[config.mk]
export PLATFORM = sky130hd
export DESIGN_NAME = spram_line_writer_flat
export DESIGN_NICKNAME = d
export VERILOG_FILES = /design/src/rtl/spram_line_writer_if.sv /design/src/rtl/spram_line_writer.sv /design/src/flat_wrapper.sv
export SDC_FILE = /design/constraint.sdc
export NUM_CORES = 1
export LEC_CHECK = 0
export BUFFER_PORTS_ARGS = -buffer_cell sky130_fd_sc_hd__buf_4
export CORE_ASPECT_RATIO = 2
export CORE_MARGIN = 10
export CORE_UTILIZATION = 52
export DETAILED_ROUTE_END_ITERATION = 10
export GPL_TIMING_DRIVEN = 1
export PLACE_DENSITY = 0.93
export SYNTH_ARGS = -nofsm -noshare
export SYNTH_HDL_FRONTEND = slang
export SYNTH_SLANG_ARGS = --single-unit
export TNS_END_PERCENT = 20
[constraint.sdc]
create_clock -name clk -period 3.9 [get_ports clk]
set_input_delay 0.39 -clock clk [delete_from_list [all_inputs] [get_ports clk]]
set_output_delay 0.39 -clock clk [all_outputs]
set_load 0.02 [all_outputs]
[src/rtl/spram_line_writer_if.sv]
// ============================================================================
// Module   : spram_line_writer_if
// Summary  : Stream, RAM write port and buffer-status bundle for spram_line_writer.
// Options  : SPRAM_LINE_WR_BYTE_MASK_EN adds the s_keep byte mask.
// Revision : 1.0 - initial release
// ============================================================================
`default_nettype none

interface spram_line_writer_if #(
    parameter int c_ADDR_WIDTH = 10,
    parameter int c_DATA_WIDTH = 32,
    parameter int c_BE_WIDTH   = 4
);
    logic                    s_valid;
    logic                    s_ready;
    logic [c_DATA_WIDTH-1:0] s_data;
    logic                    s_last;
`ifdef SPRAM_LINE_WR_BYTE_MASK_EN
    logic [c_BE_WIDTH-1:0]   s_keep;
`endif
    logic [c_ADDR_WIDTH-1:0] ram_addr;
    logic [c_DATA_WIDTH-1:0] ram_wr_data;
    logic                    ram_wr_en;
    logic [c_BE_WIDTH-1:0]   ram_wr_byte_en;
    logic                    buf_full;
    logic [c_ADDR_WIDTH:0]   buf_len;
    logic                    buf_trunc;
    logic                    buf_release;

    // master: capture front end plus buffer reader
    modport master (
        output s_valid, s_data, s_last, buf_release,
`ifdef SPRAM_LINE_WR_BYTE_MASK_EN
        output s_keep,
`endif
        input  s_ready, ram_addr, ram_wr_data, ram_wr_en, ram_wr_byte_en,
        input  buf_full, buf_len, buf_trunc
    );

    modport slave (
        input  s_valid, s_data, s_last, buf_release,
`ifdef SPRAM_LINE_WR_BYTE_MASK_EN
        input  s_keep,
`endif
        output s_ready, ram_addr, ram_wr_data, ram_wr_en, ram_wr_byte_en,
        output buf_full, buf_len, buf_trunc
    );
endinterface

`default_nettype wire

[src/rtl/spram_line_writer.sv]
// ============================================================================
// Module   : spram_line_writer
// Summary  : Writes one valid/ready video line into a single-port RAM from
//            address 0, then holds it as a full buffer until released.
// Options  : SPRAM_LINE_WR_BYTE_MASK_EN drives ram_wr_byte_en from s_keep.
// Revision : 1.0 - initial release
// ============================================================================
`default_nettype none

module spram_line_writer #(
    parameter int c_ADDR_WIDTH = 10,
    parameter int c_DATA_WIDTH = 32,
    parameter int c_BE_WIDTH   = 4,
    parameter int c_LINE_LEN   = 640
) (
    input wire                 clk,
    input wire                 rst,
    spram_line_writer_if.slave bus
);

    localparam logic [c_ADDR_WIDTH:0]   c_CNT_LAST = (c_ADDR_WIDTH+1)'(c_LINE_LEN - 1);
    localparam logic [c_ADDR_WIDTH:0]   c_CNT_MAX  = (c_ADDR_WIDTH+1)'(c_LINE_LEN);
    localparam logic [c_ADDR_WIDTH:0]   c_CNT_INC  = (c_ADDR_WIDTH+1)'(1);
    localparam logic [c_ADDR_WIDTH-1:0] c_PTR_INC  = (c_ADDR_WIDTH)'(1);

    typedef enum logic [1:0] {
        ST_FILL  = 2'd0,
        ST_DRAIN = 2'd1,
        ST_FULL  = 2'd2
    } state_t;

    state_t                  state_q,  state_d;
    logic [c_ADDR_WIDTH-1:0] wr_ptr_q, wr_ptr_d;
    logic [c_ADDR_WIDTH:0]   wr_cnt_q, wr_cnt_d;
    logic                    wr_en_q,  wr_en_d;
    logic [c_ADDR_WIDTH-1:0] addr_q,   addr_d;
    logic [c_DATA_WIDTH-1:0] data_q,   data_d;
    logic [c_BE_WIDTH-1:0]   be_q,     be_d;
    logic                    trunc_q,  trunc_d;

    logic                    w_ready;
    logic                    w_xfer;
    logic [c_BE_WIDTH-1:0]   w_keep;

`ifdef SPRAM_LINE_WR_BYTE_MASK_EN
    assign w_keep = bus.s_keep;
`else
    localparam logic [c_BE_WIDTH-1:0] c_BE_ALL = '1;
    assign w_keep = c_BE_ALL;
`endif

    // Ready depends only on the registered state, never on s_valid.
    assign w_ready = (state_q == ST_FILL);
    assign w_xfer  = bus.s_valid & w_ready;

    always_comb begin
        state_d  = state_q;
        wr_ptr_d = wr_ptr_q;
        wr_cnt_d = wr_cnt_q;
        wr_en_d  = 1'b0;
        addr_d   = addr_q;
        data_d   = data_q;
        be_d     = '0;
        trunc_d  = trunc_q;

        case (state_q)
            ST_FILL: begin
                if (w_xfer) begin
                    wr_en_d  = 1'b1;
                    addr_d   = wr_ptr_q;
                    data_d   = bus.s_data;
                    be_d     = w_keep;
                    wr_ptr_d = wr_ptr_q + c_PTR_INC;
                    wr_cnt_d = wr_cnt_q + c_CNT_INC;
                    // s_last on the final allowed word is a clean line, not a truncation.
                    if (bus.s_last) begin
                        state_d = ST_DRAIN;
                        trunc_d = 1'b0;
                    end else if (wr_cnt_q == c_CNT_LAST) begin
                        state_d = ST_DRAIN;
                        trunc_d = 1'b1;
                    end
                end
            end
            ST_DRAIN: begin
                state_d = ST_FULL;
            end
            ST_FULL: begin
                if (bus.buf_release) begin
                    state_d  = ST_FILL;
                    wr_ptr_d = '0;
                    wr_cnt_d = '0;
                    trunc_d  = 1'b0;
                end
            end
            default: begin
                state_d = ST_FILL;
            end
        endcase
    end

    always_ff @(posedge clk) begin
        if (rst) begin
            state_q  <= ST_FILL;
            wr_ptr_q <= '0;
            wr_cnt_q <= '0;
            wr_en_q  <= 1'b0;
            addr_q   <= '0;
            data_q   <= '0;
            be_q     <= '0;
            trunc_q  <= 1'b0;
        end else begin
            state_q  <= state_d;
            wr_ptr_q <= wr_ptr_d;
            wr_cnt_q <= wr_cnt_d;
            wr_en_q  <= wr_en_d;
            addr_q   <= addr_d;
            data_q   <= data_d;
            be_q     <= be_d;
            trunc_q  <= trunc_d;
        end
    end

    assign bus.s_ready        = w_ready;
    assign bus.ram_addr       = addr_q;
    assign bus.ram_wr_data    = data_q;
    assign bus.ram_wr_en      = wr_en_q;
    assign bus.ram_wr_byte_en = be_q;
    assign bus.buf_full       = (state_q == ST_FULL);
    assign bus.buf_len        = (state_q == ST_FULL) ? wr_cnt_q : '0;
    assign bus.buf_trunc      = trunc_q;

    a_no_write_when_full: assert property (@(posedge clk) disable iff (rst)
        (state_q == ST_FULL) |-> !wr_en_q);

    a_cnt_in_range: assert property (@(posedge clk) disable iff (rst)
        wr_cnt_q <= c_CNT_MAX);

endmodule

`default_nettype wire
[src/flat_wrapper.sv]
// flat-port wrapper written by rule: the top's interface ports become plain ports
module spram_line_writer_flat 
#(
    parameter int c_ADDR_WIDTH = 10,
    parameter int c_DATA_WIDTH = 32,
    parameter int c_BE_WIDTH   = 4,
    parameter int c_LINE_LEN   = 640
)
  (clk, rst, bus_s_valid, bus_s_data, bus_s_last, bus_buf_release, bus_s_ready, bus_ram_addr, bus_ram_wr_data, bus_ram_wr_en, bus_ram_wr_byte_en, bus_buf_full, bus_buf_len, bus_buf_trunc);
  spram_line_writer_if #(.c_ADDR_WIDTH(c_ADDR_WIDTH), .c_DATA_WIDTH(c_DATA_WIDTH), .c_BE_WIDTH(c_BE_WIDTH)) bus_i ();
  input wire clk;
  input wire rst;
  input wire logic [$bits(bus_i.s_valid)-1:0] bus_s_valid;
  input wire logic [$bits(bus_i.s_data)-1:0] bus_s_data;
  input wire logic [$bits(bus_i.s_last)-1:0] bus_s_last;
  input wire logic [$bits(bus_i.buf_release)-1:0] bus_buf_release;
  output wire logic [$bits(bus_i.s_ready)-1:0] bus_s_ready;
  output wire logic [$bits(bus_i.ram_addr)-1:0] bus_ram_addr;
  output wire logic [$bits(bus_i.ram_wr_data)-1:0] bus_ram_wr_data;
  output wire logic [$bits(bus_i.ram_wr_en)-1:0] bus_ram_wr_en;
  output wire logic [$bits(bus_i.ram_wr_byte_en)-1:0] bus_ram_wr_byte_en;
  output wire logic [$bits(bus_i.buf_full)-1:0] bus_buf_full;
  output wire logic [$bits(bus_i.buf_len)-1:0] bus_buf_len;
  output wire logic [$bits(bus_i.buf_trunc)-1:0] bus_buf_trunc;
  assign bus_i.s_valid = bus_s_valid;
  assign bus_i.s_data = bus_s_data;
  assign bus_i.s_last = bus_s_last;
  assign bus_i.buf_release = bus_buf_release;
  assign bus_s_ready = bus_i.s_ready;
  assign bus_ram_addr = bus_i.ram_addr;
  assign bus_ram_wr_data = bus_i.ram_wr_data;
  assign bus_ram_wr_en = bus_i.ram_wr_en;
  assign bus_ram_wr_byte_en = bus_i.ram_wr_byte_en;
  assign bus_buf_full = bus_i.buf_full;
  assign bus_buf_len = bus_i.buf_len;
  assign bus_buf_trunc = bus_i.buf_trunc;
  spram_line_writer #(.c_ADDR_WIDTH(c_ADDR_WIDTH), .c_DATA_WIDTH(c_DATA_WIDTH), .c_BE_WIDTH(c_BE_WIDTH), .c_LINE_LEN(c_LINE_LEN)) u_core (.clk(clk), .rst(rst), .bus(bus_i));
endmodule
==> results of run 1 <==
[area by class of cell]
class / count / area share [%]
flip-flops and latches: 67 / 37.2
inverters: 1 / 0.104
clock buffers: 13 / 4.69
repair buffers: 100 / 20.8
well taps: 58 / 2.01
multi-input cells: 236 / 33.9
clock inverters: 3 / 1.25
[synthesized netlist by cell type]
cell type  count
nand2_1       93
dfxtp_1       67
a21oi_1       45
nor2_1        23
and2_1        12
clkbuf_1      12
xnor2_1       12
buf_2          8
nand3b_1       5
nor3_1         5
buf_4          4
nand3_1        4
nor3b_1        4
nand4b_1       3
nor4_1         3
o21ai_0        3
a211oi_1       2
ha_1           2
mux2i_1        2
o21a_1         2
or3_1          2
xor2_1         2
a2111oi_2      1
a21o_1         1
a31oi_1        1
and2_2         1
and3b_1        1
and4_1         1
buf_1          1
inv_1          1
nand4_1        1
nor2b_1        1
nor4b_1        1
o31ai_1        1
or4_1          1
or4_4          1
[logic make-up (layout without fill, tap and decap cells)]
family                     count (synthesis)  in the layout
AOI/OAI and AO/OA                         56             56
xor gates and xnor gates                  14             14
adders and majority gates                  2              2
buffers and inverters                     26            117
DFF                                       67             67
muxes                                      2              2
and+or+nand+nor                          162            162
[final timing paths]
kind                              from                    endpoint  cells past startpoint
max                  u_core.state_q[1]             bus_buf_len[10]                      3
min                     bus_s_data[14]  u_core.bus.ram_wr_data[14]                      3
min reg2reg  u_core.bus.ram_wr_data[5]   u_core.bus.ram_wr_data[5]                      2
max reg2reg          u_core.state_q[0]          u_core.wr_cnt_q[2]                      5
[flip-flops by register name, indices dropped and copies added (netlist names)]
name                       cells
u_core.bus.buf_trunc           1
u_core.bus.ram_addr           10
u_core.bus.ram_wr_byte_en      1
u_core.bus.ram_wr_data        32
u_core.state_q                 2
u_core.wr_cnt_q               11
u_core.wr_ptr_q               10
[metrics by stage]
stage          std cells  hold WS, ns  area, um^2  utilization, %
2_1_floorplan        329        0.440        2680               -
3_3_place_gp         462        0.443        3390            66.5
3_5_place_dp         462        0.448        3390            66.5
4_1_cts              478        0.281        3600            70.7
5_1_grt              478        0.291        3600            70.7
6_report             478        0.292        3600            70.7
[power breakdown]
part / total (uW) / switching (uW) / internal, uW / leakage (uW)
clock network: 604 / 256 / 348 / 0.000102
registers: 732 / 19.7 / 713 / 0.000546
logic: 198 / 115 / 83.2 / 0.000854
total: 1530 / 391 / 1140 / 0.00150
[worst max-delay path: stages, from the launching register on]
cell     delay, ns
dfxtp_1       0.46
nor2b_1       0.63
and2_2        0.25
buf_4         0.13
[layer usage]
metal | routed length (um) | up-vias
li1 | - | 1252
met1 | 2600 | 1119
met2 | 3750 | 89
met3 | 546 | 17
met4 | 230 | 0
met5 | 0 | -
==> results list, run 1 <==
- The flow ran to the end, and the final reports show no timing, DRC or antenna violations.
- Global Route met2 Usage: 27.8%
* Resized Gates After CTS: 0
- After floorplanning, the core was sized to cover 5090 um^2.
- Maximum VDD drop: 0.000384 V
- After routing, the total negative slack on setup checks comes to 0 ns.
* Fraction of layout cells with a size suffix above 1: between 20% and 30%
- Sequential fraction of the synthesis area: around half
- H-tree depth reported by CTS: 3
* PwrDens: 426 nW/um^2
- Site row count: 37
- STA puts the critical path data arrival time at 1.81 ns.
- The final layout contains routed wiring with a total length of between 7 and 8 mm.
- From left edge to right edge, the die measures 70.8 um.
- STA classifies the critical path startpoint as a flop.
* Iter 0 DRT Violations: 180
* Area used by multi-input combinational logic: 1220 um^2
* CP Max Fanout: 14
- After legalization and detailed placement, the total HPWL measured approximately 5.2 mm.
- The final route contains 2477 vias.
- First-pass DRT Iterations: 4
- Least-Margin Pin Slew: 0.717 ns
* Initial Util: 52.7%
* Largest area contributor in the synthesized netlist: dfxtp_1
- Nets in the synthesized netlist: 368
- GR Layer Usage met3: between 5 and 6%
- Across all register-to-register paths, the minimum setup slack is about 1.9 ns.
* Top-area cell type share of the netlist area: between 40% and 50%
- Synthesis inferred 67 register bits.
- A synthesized cell averages 8.16 um^2.
- In this run the remaining antenna-violating nets after routing total 0.
- Clock-pin transition on the worst setup and hold timing paths: around 0.070 ns
- Number of diodes added for antenna fixing: 0
- Setup repair after global routing left no endpoint under its margin.
- Buffer type at the clock tree root: clkbuf_8
* Area added between synthesis and finish: 34.2%
- Portion of netlist area occupied by mux cells: 0.746%
- # port buffers: 97
- By area the synthesized netlist is led by dfxtp_1 (50%), nand2_1 (13%), a21oi_1 (8.4%), xnor2_1 (3.9%), nor2_1 (3.2%).
* Hold Violations, Final: 0
* Final Net Count: 454
* Final-report max-slew violation count: 0
- Placer's final routability congestion estimate: between 0.8 and 0.9
- For this run, design rule violations remaining after detail routing come to 0.
* Leakage dissipation: between 0.0015 and 0.002 uW
- The initial antenna violation count was 0.
* Number of global-route vias before repair: 2489
* Adder-cell share of the synthesized area: 0.932%
* Final setup margin: 1.70 ns
* I/O pin count: between 90 and 100
* Met1 capacity usage during global routing: around 15%
- CTS max path bufs: 2
- Sequential cell area in the final layout: 1340 um^2
- Total Power: 1530 uW
- Subtracting the final worst setup slack from the clock period gives 2.20 ns.
- Before CTS, the worst setup slack after placement is 1.91 ns.
* Simple-Gate Fraction of Synth Area: between 20 and 30%
* Period Utilization, post-route: about 56%
* Synth warn: 0
* Global-route total usage across every layer: roughly 16%
* Combinational family with the most area after synthesis: simple AND/OR/NAND/NOR gates
* CTS Hold Bufs: 0
- TritonCTS built the clock tree.
- Pin count of the biggest net entering global routing: 52
- Leaving out fill and tap cells, the most frequent cell in the layout is buf_4.
- Cell Area, Synth: 2680 um^2
* Commonest non-fill, non-tap cells in the layout: buf_4 (100), nand2_1 (93), dfxtp_1 (67)
- Summed over all layers, the global routing overflow is 0.
* Type of destination of the critical path: primary output
* Average routed wire per standard cell: 14.9 um
* Detailed-route vias per instance: 5.18
* Final setup fails: 0
* Required @ worst endpoint: 3.51 ns
* XOR/XNOR Fraction of Synth Area: 4.57%
- The number of clock buffers added by TritonCTS is 9.
- Clock Latency Late Sink: 0.34 ns
* Die Y-Extent: 122 um
- The tool flagged a number of max-cap violations equal to 0.
- Classification of the worst-slack hold path: in -> reg
- Setup bufs post-CTS: 0
- The synthesized netlist devotes roughly 11% of its cell area to compound gates.
* Post-Route Skew: 0.00871 ns
* Kind of critical path: reg -> out
- The clock drives 67 sinks.
- Slew Limit Headroom: 52.1%
* Number of distinct library cells after synthesis: 36
- met2 is the most crowded layer.
* Cell count after synthesis: 329
- Fill cells in the final layout number slightly below 400.
* Peak clock frequency supported by timing: 454 MHz
- First-pass GRT wire length: 11.3 mm
- Area of the die: between 8000 and 9000 um^2
Note: power is estimated with default switching activity, not from simulation.
==> run 2, diff against run 1 <==
- CORE_UTILIZATION: 52 -> 44
- PLACE_DENSITY: 0.93 -> 0.85
- clock period: 3.9 -> 1.85 ns (I/O delays scaled with it)
==> run 2 against run 1 <==
  * Cell count grew 1.7%
  * Highest routed layer unchanged
  * Clock power grew to 2.7 times the previous value
  * Critical path type unchanged
  * Final area grew 3.3%
  * Wire length grew 0.22%
==> results list, run 2 (synthesis gave the netlist of run 1 again) <==
- In this run the deepest clock path goes through 2 buffers.
- In this run the critical register-to-register path is launched from u_core.wr_cnt_q[0].
- The number of pins exceeding their max-slew limit in the final report came to 0.
- # port buffers: 97
* I/O pin count: 98
- Broken down by cell family, the worst path's largest delay share belongs to flip-flops.
* H-tree depth reported by CTS: 3
- In this run the tightest slew margin relative to its limit is approximately three fifths.
- Slowest Stage Delay on Critical Path: between 0.5 and 0.6 ns
* Detailed-route vias per instance: 5.19
- Between clock sinks in the finished design, the worst skew comes to ~0.007 ns.
- Min Hold Slack: 0.108 ns
- Data on the critical path is required at its endpoint by 1.66 ns.
* Number of global-route vias before repair: 2499
- Site row count: 40
- Number of filler instances in the final layout: 534
- Including well taps, the total number of placed cells is between 400 and 500.
- PwrDens: 977 nW/um^2
- Final Net Count: 458
* Type of destination of the critical path: primary output
- Maximum Capacitance Violations: 0
* Minimum setup slack among reg-to-reg paths: about 0.22 ns
- Clock tree synthesis found a total of 67 sinks.
* Global-route total usage across every layer: 14.7%
* Total length of routed wires: 7.14 mm
* Placer's final routability congestion estimate: 0.863
- Ordered cell list for the critical path: nor2b_1, buf_4, and2_2, buf_4
* Leakage dissipation: 0.00157 uW
- Launch point of the critical path: u_core.state_q[0]
- The library cell used most frequently in the layout, excluding fill and tap cells, is buf_4.
- TritonCTS built the clock tree.
- At the pin with the least slew margin, the transition time is 0.623 ns.
* Total clock buffers created by CTS: 9
- For the worst setup path, the data arrival time is 1.56 ns.
* Hold Violations, Final: 0
* Commonest non-fill, non-tap cells in the layout: buf_4 (104), nand2_1 (93), dfxtp_1 (67)
- The number of hold buffers added after CTS was 0.
* Clock-pin transition on the worst setup and hold timing paths: ~0.050 ns
- Final setup fails: 0
- The pre-antenna-repair detailed-routing pass consisted of 4 iterations.
- At the later pin of the worst-skew pair, clock insertion delay measures 0.32 ns.
* Kind of critical path: reg -> out
- STA classifies the critical path startpoint as a flop.
- Entering global routing, the biggest net connects 51 pins.
- The multi-input combinational cells in the finished layout cover a total of 1220 um^2.
* Average routed wire per standard cell: 14.7 um
* Buffer type at the clock tree root: clkbuf_16
- The first global-routing pass estimated 11.2 mm of wire.
- Core Footprint: 5960 um^2
- For this configuration, the core starts out at a cell density of 45.1%.
* Setup TNS Final: 0 ns
* Peak clock frequency supported by timing: approximately 570 MHz
- Measured along the x axis, the die boundary spans 75.2 um.
- Die Y-Extent: 130 um
- Fraction of layout cells with a size suffix above 1: 28.6%
- For this run, design rule violations remaining after detail routing come to 0.
* Sequential cell area in the final layout: 1340 um^2
- Global routing finished with a remaining overflow of 0.
* Critical Path Slowest Stage Cell: dfxtp_1
* End-of-flow core utilization: 62.5%
- Gates resized during post-CTS repair numbered 0.
- Summed over all nets, the half-perimeter wirelength after detailed placement is 5.34 mm.
- Buffers added to address setup during post-CTS repair amount to 0.
- Iter 0 DRT Violations: 162
- The design draws 3640 uW.
- The register with the most flip-flops in the layout has 32 of them.
* Non-filler instance count after layout: just under 500
* Number of diodes added for antenna fixing: 0
* Buf+Inv Stages, Crit Path: 2
* Remaining antenna violation count after routing: 0
* Post-layout minimum cycle time: 1.75 ns
* Via count: 2522
- Compared with the post-synthesis result, the final layout area differs by 38.6%.
* Critical hold path startpoint: bus_s_data[7]
- The worst path uses 94.5% of the clock period.
* Maximum VDD drop: roughly 0.00078 V
- The flow ran to the end, and the final reports show no timing, DRC or antenna violations.
- Most used cell along the critical path: buf_4
* Setup repair after global routing missed its margin: false
- CP Max Fanout: 13
* Classification of the worst-slack hold path: in -> reg
* Antenna violations before repair: 0
- Area of the die: 9810 um^2
## run 2: cell types whose count changed in the layout (fill, tap and decap cells not counted)
cell / change
clkbuf_8: -10
clkbuf_16: +9
buf_4: +4
clkinvlp_4: -2
and2_1: -1
and2_2: +1
clkbuf_1: +1
clkinv_2: +1
## run 2: layout make-up
class	count	share of cell area (%)
clock inverter	2	0.941
timing repair buffer	104	21.0
tap	63	2.12
multi-input combinational	236	32.8
sequential	67	36.0
inverter	1	0.101
clock buffer	13	6.99
## run 2: stage by stage
stage | cell area [um^2] | setup WS (ns)
global placement | 3430 | 0.280
global route | 3720 | 0.0276
floorplan | 2680 | 0.261
finish | 3720 | 0.102
detailed placement | 3430 | 0.230
CTS | 3720 | 0.0983
## run 2: final timing paths
path / depth (start not counted) / to
min: 3 / u_core.bus.ram_wr_data[7]
max reg2reg: 4 / u_core.bus.buf_trunc
max: 4 / bus_buf_len[10]
min reg2reg: 2 / u_core.bus.ram_wr_data[21]
## run 2: metal layers
layer / wire length (um) / GRT usage [%]
met5: 0 / 0
met4: 174 / 7.48
met3: 720 / 6.80
met2: 3830 / 25.5
met1: 2420 / 13.8
## run 2: worst register-to-register path: cells and delay by family (launching register included)
kind            cells  cell delay [ns]
fa+ha+maj           1             0.23
compound gates      1             0.35
flops               1             0.39
simple gates        2             0.57
## run 2: power breakdown
| group | switching (uW) | internal, uW | leakage (uW) | total [uW] |
|---|---|---|---|---|
| registers | 41.0 | 1510 | 0.000546 | 1550 |
| clock network | 552 | 1110 | 0.000146 | 1660 |
| logic | 248 | 184 | 0.000874 | 432 |
